$ cat src/rtl/fetch_queue_pkg.sv
// Shared types and constants for the instruction fetch queue.
//   fetch_entry_t : one queued fetch, {pc, inst}
//   INST_BYTES    : fetch stride in bytes
//   NOP_INST      : canonical NOP encoding (addi x0, x0, 0)
package fetch_queue_pkg;

  localparam int unsigned INST_BYTES = 4;
  localparam logic [31:0] NOP_INST   = 32'h0000_0013;

  typedef struct packed {
    logic [31:0] pc;
    logic [31:0] inst;
  } fetch_entry_t;

endpackage

$ cat src/rtl/fetch_queue_fifo.sv
// fetch_fifo: DEPTH-entry circular buffer of fetch entries.
// Ports:
//   clk, rst_n      - clock, asynchronous active-low reset (pointers and count)
//   push, push_data - write push_data at the tail
//   pop             - drop the head (caller guarantees count != 0)
//   flush           - clear all entries; overrides push and pop
//   head            - entry at the read pointer
//   count           - number of valid entries
module fetch_fifo
  import fetch_queue_pkg::*;
#(
  parameter  int unsigned DEPTH = 4,
  localparam int unsigned PTR_W = $clog2(DEPTH),
  localparam int unsigned CNT_W = $clog2(DEPTH + 1)
) (
  input  logic             clk,
  input  logic             rst_n,
  input  logic             push,
  input  fetch_entry_t     push_data,
  input  logic             pop,
  input  logic             flush,
  output fetch_entry_t     head,
  output logic [CNT_W-1:0] count
);

  fetch_entry_t     mem [DEPTH];
  logic [PTR_W-1:0] wr_ptr;
  logic [PTR_W-1:0] rd_ptr;

  // Pointer/count bookkeeping; DEPTH is a power of two so pointers wrap naturally.
  always_ff @(posedge clk or negedge rst_n) begin
    if (!rst_n) begin
      wr_ptr <= '0;
      rd_ptr <= '0;
      count  <= '0;
    end else if (flush) begin
      wr_ptr <= '0;
      rd_ptr <= '0;
      count  <= '0;
    end else begin
      if (push) wr_ptr <= wr_ptr + PTR_W'(1);
      if (pop)  rd_ptr <= rd_ptr + PTR_W'(1);
      case ({push, pop})
        2'b10:   count <= count + CNT_W'(1);
        2'b01:   count <= count - CNT_W'(1);
        default: count <= count;
      endcase
    end
  end

  // Storage array carries no reset; validity is tracked by count.
  always_ff @(posedge clk) begin
    if (push && !flush) mem[wr_ptr] <= push_data;
  end

  assign head = mem[rd_ptr];

endmodule

$ cat src/rtl/fetch_queue.sv
// fetch_queue: sequential instruction fetcher feeding the IF/ID register
// through a small queue, with branch redirect flush.
// Optional feature macro: FETCH_QUEUE_BYPASS_EN (present an arriving response
// directly when the queue is empty).
// Ports:
//   clk, reset                - clock, asynchronous active-low reset
//   imem_req, imem_addr       - fetch request and byte address (= fetch_pc)
//   imem_rdata                - instruction, valid one cycle after the request
//   redirect_valid/pc         - flush and refetch from redirect_pc (word aligned)
//   out_valid/ready/pc/inst   - head entry handshake toward decode
//   occupancy                 - entries stored in the queue
module fetch_queue
  import fetch_queue_pkg::*;
#(
  parameter  int unsigned DEPTH    = 4,
  parameter  logic [31:0] RESET_PC = 32'h0000_0000,
  localparam int unsigned CNT_W    = $clog2(DEPTH + 1),
  localparam int unsigned SUM_W    = CNT_W + 1
) (
  input  logic             clk,
  input  logic             reset,
  output logic             imem_req,
  output logic [31:0]      imem_addr,
  input  logic [31:0]      imem_rdata,
  input  logic             redirect_valid,
  input  logic [31:0]      redirect_pc,
  output logic             out_valid,
  input  logic             out_ready,
  output logic [31:0]      out_pc,
  output logic [31:0]      out_inst,
  output logic [CNT_W-1:0] occupancy
);

  logic         started;
  logic [31:0]  fetch_pc;
  logic         inflight;
  logic [31:0]  inflight_pc;
  logic [31:0]  last_pc;
  logic [31:0]  last_inst;
  fetch_entry_t head;
  fetch_entry_t push_data;
  logic         fifo_empty;
  logic [SUM_W-1:0] pending;
  logic         resp_ok;
  logic         bypass;
  logic         push;
  logic         pop;
  logic         unused_redirect_lsbs;

  assign unused_redirect_lsbs = ^redirect_pc[1:0];
  assign imem_addr = fetch_pc;

  // Request gating, response steering and head presentation.
  always_comb begin
    fifo_empty = (occupancy == '0);
    pending    = SUM_W'(occupancy) + SUM_W'(inflight);
    imem_req   = started && !redirect_valid && (pending < SUM_W'(DEPTH));
    resp_ok    = inflight && !redirect_valid;
`ifdef FETCH_QUEUE_BYPASS_EN
    bypass     = resp_ok && fifo_empty;
`else
    bypass     = 1'b0;
`endif
    out_valid  = !redirect_valid && (!fifo_empty || bypass);
    if (!fifo_empty) begin
      out_pc   = head.pc;
      out_inst = head.inst;
    end else if (bypass) begin
      out_pc   = inflight_pc;
      out_inst = imem_rdata;
    end else begin
      out_pc   = last_pc;
      out_inst = last_inst;
    end
    pop            = out_valid && out_ready && !fifo_empty;
    push           = resp_ok && !(bypass && out_ready);
    push_data.pc   = inflight_pc;
    push_data.inst = imem_rdata;
  end

  // Fetch PC, inflight tracking and hold of the last presented head.
  // started delays the first request to the cycle after reset release.
  always_ff @(posedge clk or negedge reset) begin
    if (!reset) begin
      started     <= 1'b0;
      fetch_pc    <= RESET_PC;
      inflight    <= 1'b0;
      inflight_pc <= '0;
      last_pc     <= '0;
      last_inst   <= '0;
    end else begin
      started   <= 1'b1;
      inflight  <= imem_req;
      last_pc   <= out_pc;
      last_inst <= out_inst;
      if (imem_req) inflight_pc <= fetch_pc;
      if (redirect_valid) begin
        fetch_pc <= {redirect_pc[31:2], 2'b00};
      end else if (imem_req) begin
        fetch_pc <= fetch_pc + 32'(INST_BYTES);
      end
    end
  end

  fetch_fifo #(.DEPTH(DEPTH)) u_fifo (
    .clk       (clk),
    .rst_n     (reset),
    .push      (push),
    .push_data (push_data),
    .pop       (pop),
    .flush     (redirect_valid),
    .head      (head),
    .count     (occupancy)
  );

endmodule

$ cat config.mk
export PLATFORM = sky130hd
export DESIGN_NAME = fetch_queue
export DESIGN_NICKNAME = d
export VERILOG_FILES = /design/src/rtl/fetch_queue_pkg.sv /design/src/rtl/fetch_queue_fifo.sv /design/src/rtl/fetch_queue.sv
export SDC_FILE = /design/constraint.sdc
export NUM_CORES = 1
export LEC_CHECK = 0
export BUFFER_PORTS_ARGS = -buffer_cell sky130_fd_sc_hd__buf_2
export CORE_ASPECT_RATIO = 1.25
export CORE_MARGIN = 4
export CORE_UTILIZATION = 35
export DETAILED_ROUTE_END_ITERATION = 6
export GPL_TIMING_DRIVEN = 0
export PLACE_DENSITY_LB_ADDON = 0.15
export SYNTH_ARGS = -nofsm -noshare
export SYNTH_HDL_FRONTEND = slang
export SYNTH_SLANG_ARGS = --single-unit
$ cat constraint.sdc
create_clock -name clk -period 3.43 [get_ports clk]
set_input_delay 0.343 -clock clk [delete_from_list [all_inputs] [get_ports clk]]
set_output_delay 0.343 -clock clk [all_outputs]
set_load 0.02 [all_outputs]
Yosys cells after proc, flatten, opt, wreduce, memory -nomap -nowiden:

Memories as Yosys holds them, arrays and structs flattened.
Cells that the tools add are included.

* flip-flop bits (word level): 137
* memory bits (writable): 256
* output and inout bits: 101
* logic and storage cells: 45
* memories kept: 1

* add/subtract/negate cells: 6
* magnitude comparators: 1
* eq/ne operators: 2
* muxes and demuxes: 12
* reductions and logical operators: 14

Memories
* u_fifo.mem: words 4, bits a word 64, rd ports 1, clocked after memory_dff 0, write ports 1, line fetch_queue_fifo.sv:26 `fetch_entry_t mem [DEPTH];`

Operators by type and width (number)
* two-way mux 32 bit: 4
* adder 32 x 3 -> 32 bit, second input constant: 1
* two-way mux 2 bit: 4
* logical AND 1 bit: 7
* case mux 3 bit (2 select lines): 1
* nonzero test 2 bit: 3
* adder 2 x 1 -> 2 bit, second input constant: 2
* adder 3 x 1 -> 4 bit: 1
* less-than comparator 4 x 3 -> 1 bit, second input constant: 1
* adder 3 x 1 -> 3 bit, second input constant: 1
* logical NOT 3 bit: 1
* two-way mux 3 bit: 1
* nonzero test 3 bit: 1
* subtractor 3 x 1 -> 3 bit, second input constant: 1
* == test 2 x 1 -> 1 bit, second input constant: 1
* == test 2 bit, second input constant: 1
* logical NOT 1 bit: 2
* two-way mux 1 bit: 2

Logic depth before layout (Yosys ltp):

* word-level depth: 8
* depth in mapped cells: 8

By module:

Synthesis repeated with hierarchy kept, for this count alone.

* cell total of the unflattened synthesis: 863
* area total of the unflattened synthesis: 15080.7 um2

By module, submodules not included
* fetch_fifo: times used 1, cells each 375, area an instance 9656.8 um2
* fetch_queue: times used 1, cells each 488, area an instance 5424.0 um2

Least setup slack after synthesis:

No wires, ideal clock.

* path kind: input -> register
* start point: input redirect_valid
* end point: memory u_fifo.mem[0][0] (netlist name), enable pin
* setup time: 427 ps
* data arrival time: 2201 ps
* slack: 803 ps
* cell stages on the path: 3
* buffers on the path: 1
* cells stage by stage: clkbuf_1 nor2b_1 and2_1

* word-level cells in the longest chain between the ends: 5

RTL lines
* from (decl): line fetch_queue.sv:25 `input logic redirect_valid,`
* logical NOT 1 bit (*): line fetch_queue_fifo.sv:53, fetch_queue.sv:58
* logical AND 1 bit: line fetch_queue.sv:58 `resp_ok = inflight && !redirect_valid;`
* logical AND 1 bit (*): line fetch_queue_fifo.sv:53 `if (push && !flush) mem[wr_ptr] <= push_data;`
* two-way mux 1 bit (*): line fetch_queue_fifo.sv:53
* two-way mux 1 bit (not written as such) (*): line fetch_queue_fifo.sv:53
* to (decl): line fetch_queue_fifo.sv:26

Every way passes the cells marked *; elsewhere a longest branch is shown, timed or not.

Worst setup path in the final report:

* start point: register u_fifo.count[0]
* end point: output out_pc[13]

* word-level cells in the longest chain between the ends: 2

RTL lines
* from (decl): line fetch_queue_fifo.sv:23 `output logic [CNT_W-1:0] count`
* from (signal assigned): line fetch_queue_fifo.sv:44 `2'b10: count <= count + CNT_W'(1);`
* from (signal assigned): line fetch_queue_fifo.sv:45 `2'b01: count <= count - CNT_W'(1);`
* from (signal assigned): line fetch_queue_fifo.sv:46 `default: count <= count;`
* logical NOT 3 bit: line fetch_queue.sv:55 `fifo_empty = (occupancy == '0);`
* two-way mux 32 bit: line fetch_queue.sv:65 `if (!fifo_empty) begin`
* to (decl): line fetch_queue.sv:29 `output logic [31:0] out_pc,`

No other way between the ends.

==> results.cfg <==
[cts]
clkLatencyLatePin_ns = 0.53
cts_setup_buffers = 0
clk_path_buf_depth = 3
root_buffer = clkbuf_16
cts_tree = built
clk_pin_slew_ns = 0.06
cts-htree-levels = 2
cts_buffers = 42
cts.sinks = 381

[synthesis]
synth_compound_area_share_pct = 2.728
synthAdderAreaFrac_pct = 0.5591
ys_seq_area_share_pct = 72.96
synthSimpleGateAreaFrac_pct = 11.72
synth_ff_type = edfxtp_1
yosysMostFrequentCell = nand2_1
synth.avg_cell_area_um2 = 15.15
synth.top_cells.by_area = edfxtp_1, dfrtp_1, mux4_2
netlist_instances = 975
synth_edf_count = 248
syn_area_um2 = 14770
yosysTopAreaCellShare_pct = 50.42
synth_warnings = 0
synth_xor_area_share_pct = 0.4151
ys_top_cells_by_count = nand2_1, edfxtp_1, dfrtp_1
muxShareOfSynthArea_pct = 9.861
synth_top_area_cell = edfxtp_1
synth_top_family_by_area = simple AND/OR/NAND/NOR gates
synth.distinct_cells = 54
ys_ff_latch = 381
synthArstFlopShare_pct = 34.91

[global_route]
grtUsageMet2_pct = 27.16
busiest_layer = met2
grt_pass1_wl_um = 55460
grt_pass1_vias = 9179
use_met3_pct = 2.791
grt-ovfl-total = 0
use_met1_pct = 21.07
groute.usage.overall_pct = 15.81
grt_max_degree = 74
antenna_found_initial = 1

[floorplan]
io_pins = 169
die_h_um = 237.7
core-area_um2 = 41440
initial_core_util_pct = 35.64
fp.dieW_um = 191.7
dieArea_um2 = 45570
core.rowCount = 83

[layout]
n_fill_cell = 3808
final_layout_size_suffix_gt1_share_pct = 27.24
nets = 1267
antennaDiodeCount = 0
syn2layout_area_growth_pct = 21.87

[placement]
io_buffers = 163
hpwlAfterDp_um = 23020
gp_congestion = 0.8323

[timing]
rsz0062_at_grt = false
hold_viol_final = 0
hold_slack_ns = 0.02135
worst_pin_slew_ns = 0.8486
min_period_over_period_pct = 93.67
relSlewSlack_pct = 43.22
clock_skew_ns = 0.008616
final-setup-viol-count = 0
post-route-min-period_ns = 3.213
final_max_slew_viol_count = 0
fmax_ghz = 0.3113

[worst_setup_path]
cp_slowest_cell = clkbuf_1
crit_chain = nor3_1, clkbuf_2, clkbuf_1, nand2_1, nand2_1, buf_2
crit_type = reg -> out
cp_top_family = buffers and inverters
cpPeakStageDelay_ns = 0.50
crit_arrival_ns = 2.87
start_kind = flip-flop
end_kind = output port
crit_fanout = 10
crit_path_frequent_cell = nand2_1
critPathBufInv = 3
cp.required_ns = 3.09

[outcome]
status = complete, no violations

[route]
vias = 8713
firstDrtPassIters = 4
viasPerCell = 4.900
wirelength_um = 35720
ant_nets = 0
drt_iter0_markers = 430
drcViolationCount = 0
wl_per_cell_um = 20.09

[power]
cellPowerDensity_nw_per_um2 = 768.8
p_leak_nw = 7.168
ir_drop_v = 0.0004545
power_mw = 13.84

[min_path]
min_path_type = in -> reg

[flow_run]
drv_cap = 0
[what timing repair did]
| action | in CTS | in global routing |
|---|---|---|
| pin swaps | 0 | 0 |
| setup endpoints to repair | 10 | 1 |
| resized for setup | 1 | 0 |
| hold buffers | 6 | 0 |
| endpoints found under the hold margin | 71 | 0 |
[sequential cells by signal, indices dropped and copies added, names as in the netlist]
register       flops
imem_addr         30
inflight           1
inflight_pc       30
last_inst         32
last_pc           32
started            1
u_fifo.count       3
u_fifo.mem       248
u_fifo.rd_ptr      2
u_fifo.wr_ptr      2
[worst min-delay path: cells and delay by family]
| family | cells | cell delay, ns |
|---|---|---|
| AOI/OAI and AO/OA | 1 | 0.05 |
| buffers and inverters | 1 | 0.08 |
| and+or+nand+nor | 1 | 0.04 |
[stage by stage]
step	area (um^2)	TNS [ns]	instances	util, %	worst slack, ns
final	18000	0	1778	43.44	0.2171
after global routing	18000	0	1778	43.44	0.05712
after CTS	18000	0	1779	43.45	0.07260
after detailed placement	16430	0	1696	39.66	0.4770
after global placement	16280	-241.88	1691	39.29	-0.8717
after floorplan	14770	0	976	-	0.8025
[logic make-up after synthesis]
family | after synthesis
mux | 68
compound gates | 57
fa+ha+maj | 6
other cells | 2
xor+xnor | 7
flops | 381
simple gates | 399
buf+inv | 55
[per-layer routing]
metal | share of wire (%) | up-vias
met3 | 5.2 | 41
met5 | 0.028 | -
met4 | 1.5 | 2
li1 | - | 4021
met1 | 43 | 4421
met2 | 50 | 228
[where the power goes]
group / leakage, nW / internal, mW / switching [mW]
clock network: 0.740 / 3.07 / 1.75
registers: 3.91 / 5.56 / 0.318
logic: 2.52 / 1.02 / 2.11
[path summary, 6_finish.rpt]
| check | from | endpoint | slack (ns) | cells after the start |
|---|---|---|---|---|
| worst min-delay path | redirect_pc[2] | imem_addr[2] | 0.02 | 3 |
| worst max register to register | u_fifo.count[0] | u_fifo.count[2] | 0.84 | 7 |
| min in group asynchronous | reset | last_inst[24] | 0.40 | 2 |
| worst max-delay path | u_fifo.count[0] | out_pc[13] | 0.22 | 6 |
| worst min register to register | last_inst[2] | last_inst[2] | 0.46 | 2 |
| max in group asynchronous | reset | inflight_pc[24] | 2.20 | 3 |
[area by class of cell]
cell class | instances | area (um^2) | share of cell area, %
Buffer | 46 | 219.0 | 1.217
Clock buffer | 63 | 1264 | 7.021
Clock inverter | 14 | 244.0 | 1.356
Inverter | 8 | 30.03 | 0.1668
Multi-Input combinational cell | 540 | 3756 | 20.87
Sequential cell | 381 | 10780 | 59.87
Tap cell | 552 | 690.7 | 3.837
Timing Repair Buffer | 174 | 1020 | 5.666
[cell usage in the layout, fill, tap and decap left out, drive strengths merged, types with 6 or more instances in the layout]
| cell type | netlist | routed |
|---|---|---|
| mux2i | 6 | 6 |
| nand4 | 12 | 12 |
| o211ai | 9 | 9 |
| o21ai | 17 | 17 |
| bufinv | 0 | 7 |
| mux4 | 62 | 62 |
| and2 | 8 | 8 |
| clkbuf | 25 | 87 |
| dlygate4sd3 | 0 | 6 |
| clkinv | 0 | 6 |
| edfxtp | 248 | 248 |
| inv | 8 | 9 |
| nand2 | 303 | 303 |
| nand3 | 29 | 29 |
| nor2 | 18 | 18 |
| dfrtp | 133 | 133 |
| buf | 22 | 190 |
| o311ai | 6 | 6 |
| nor3 | 10 | 10 |
Power figures use the tool's default switching activity.
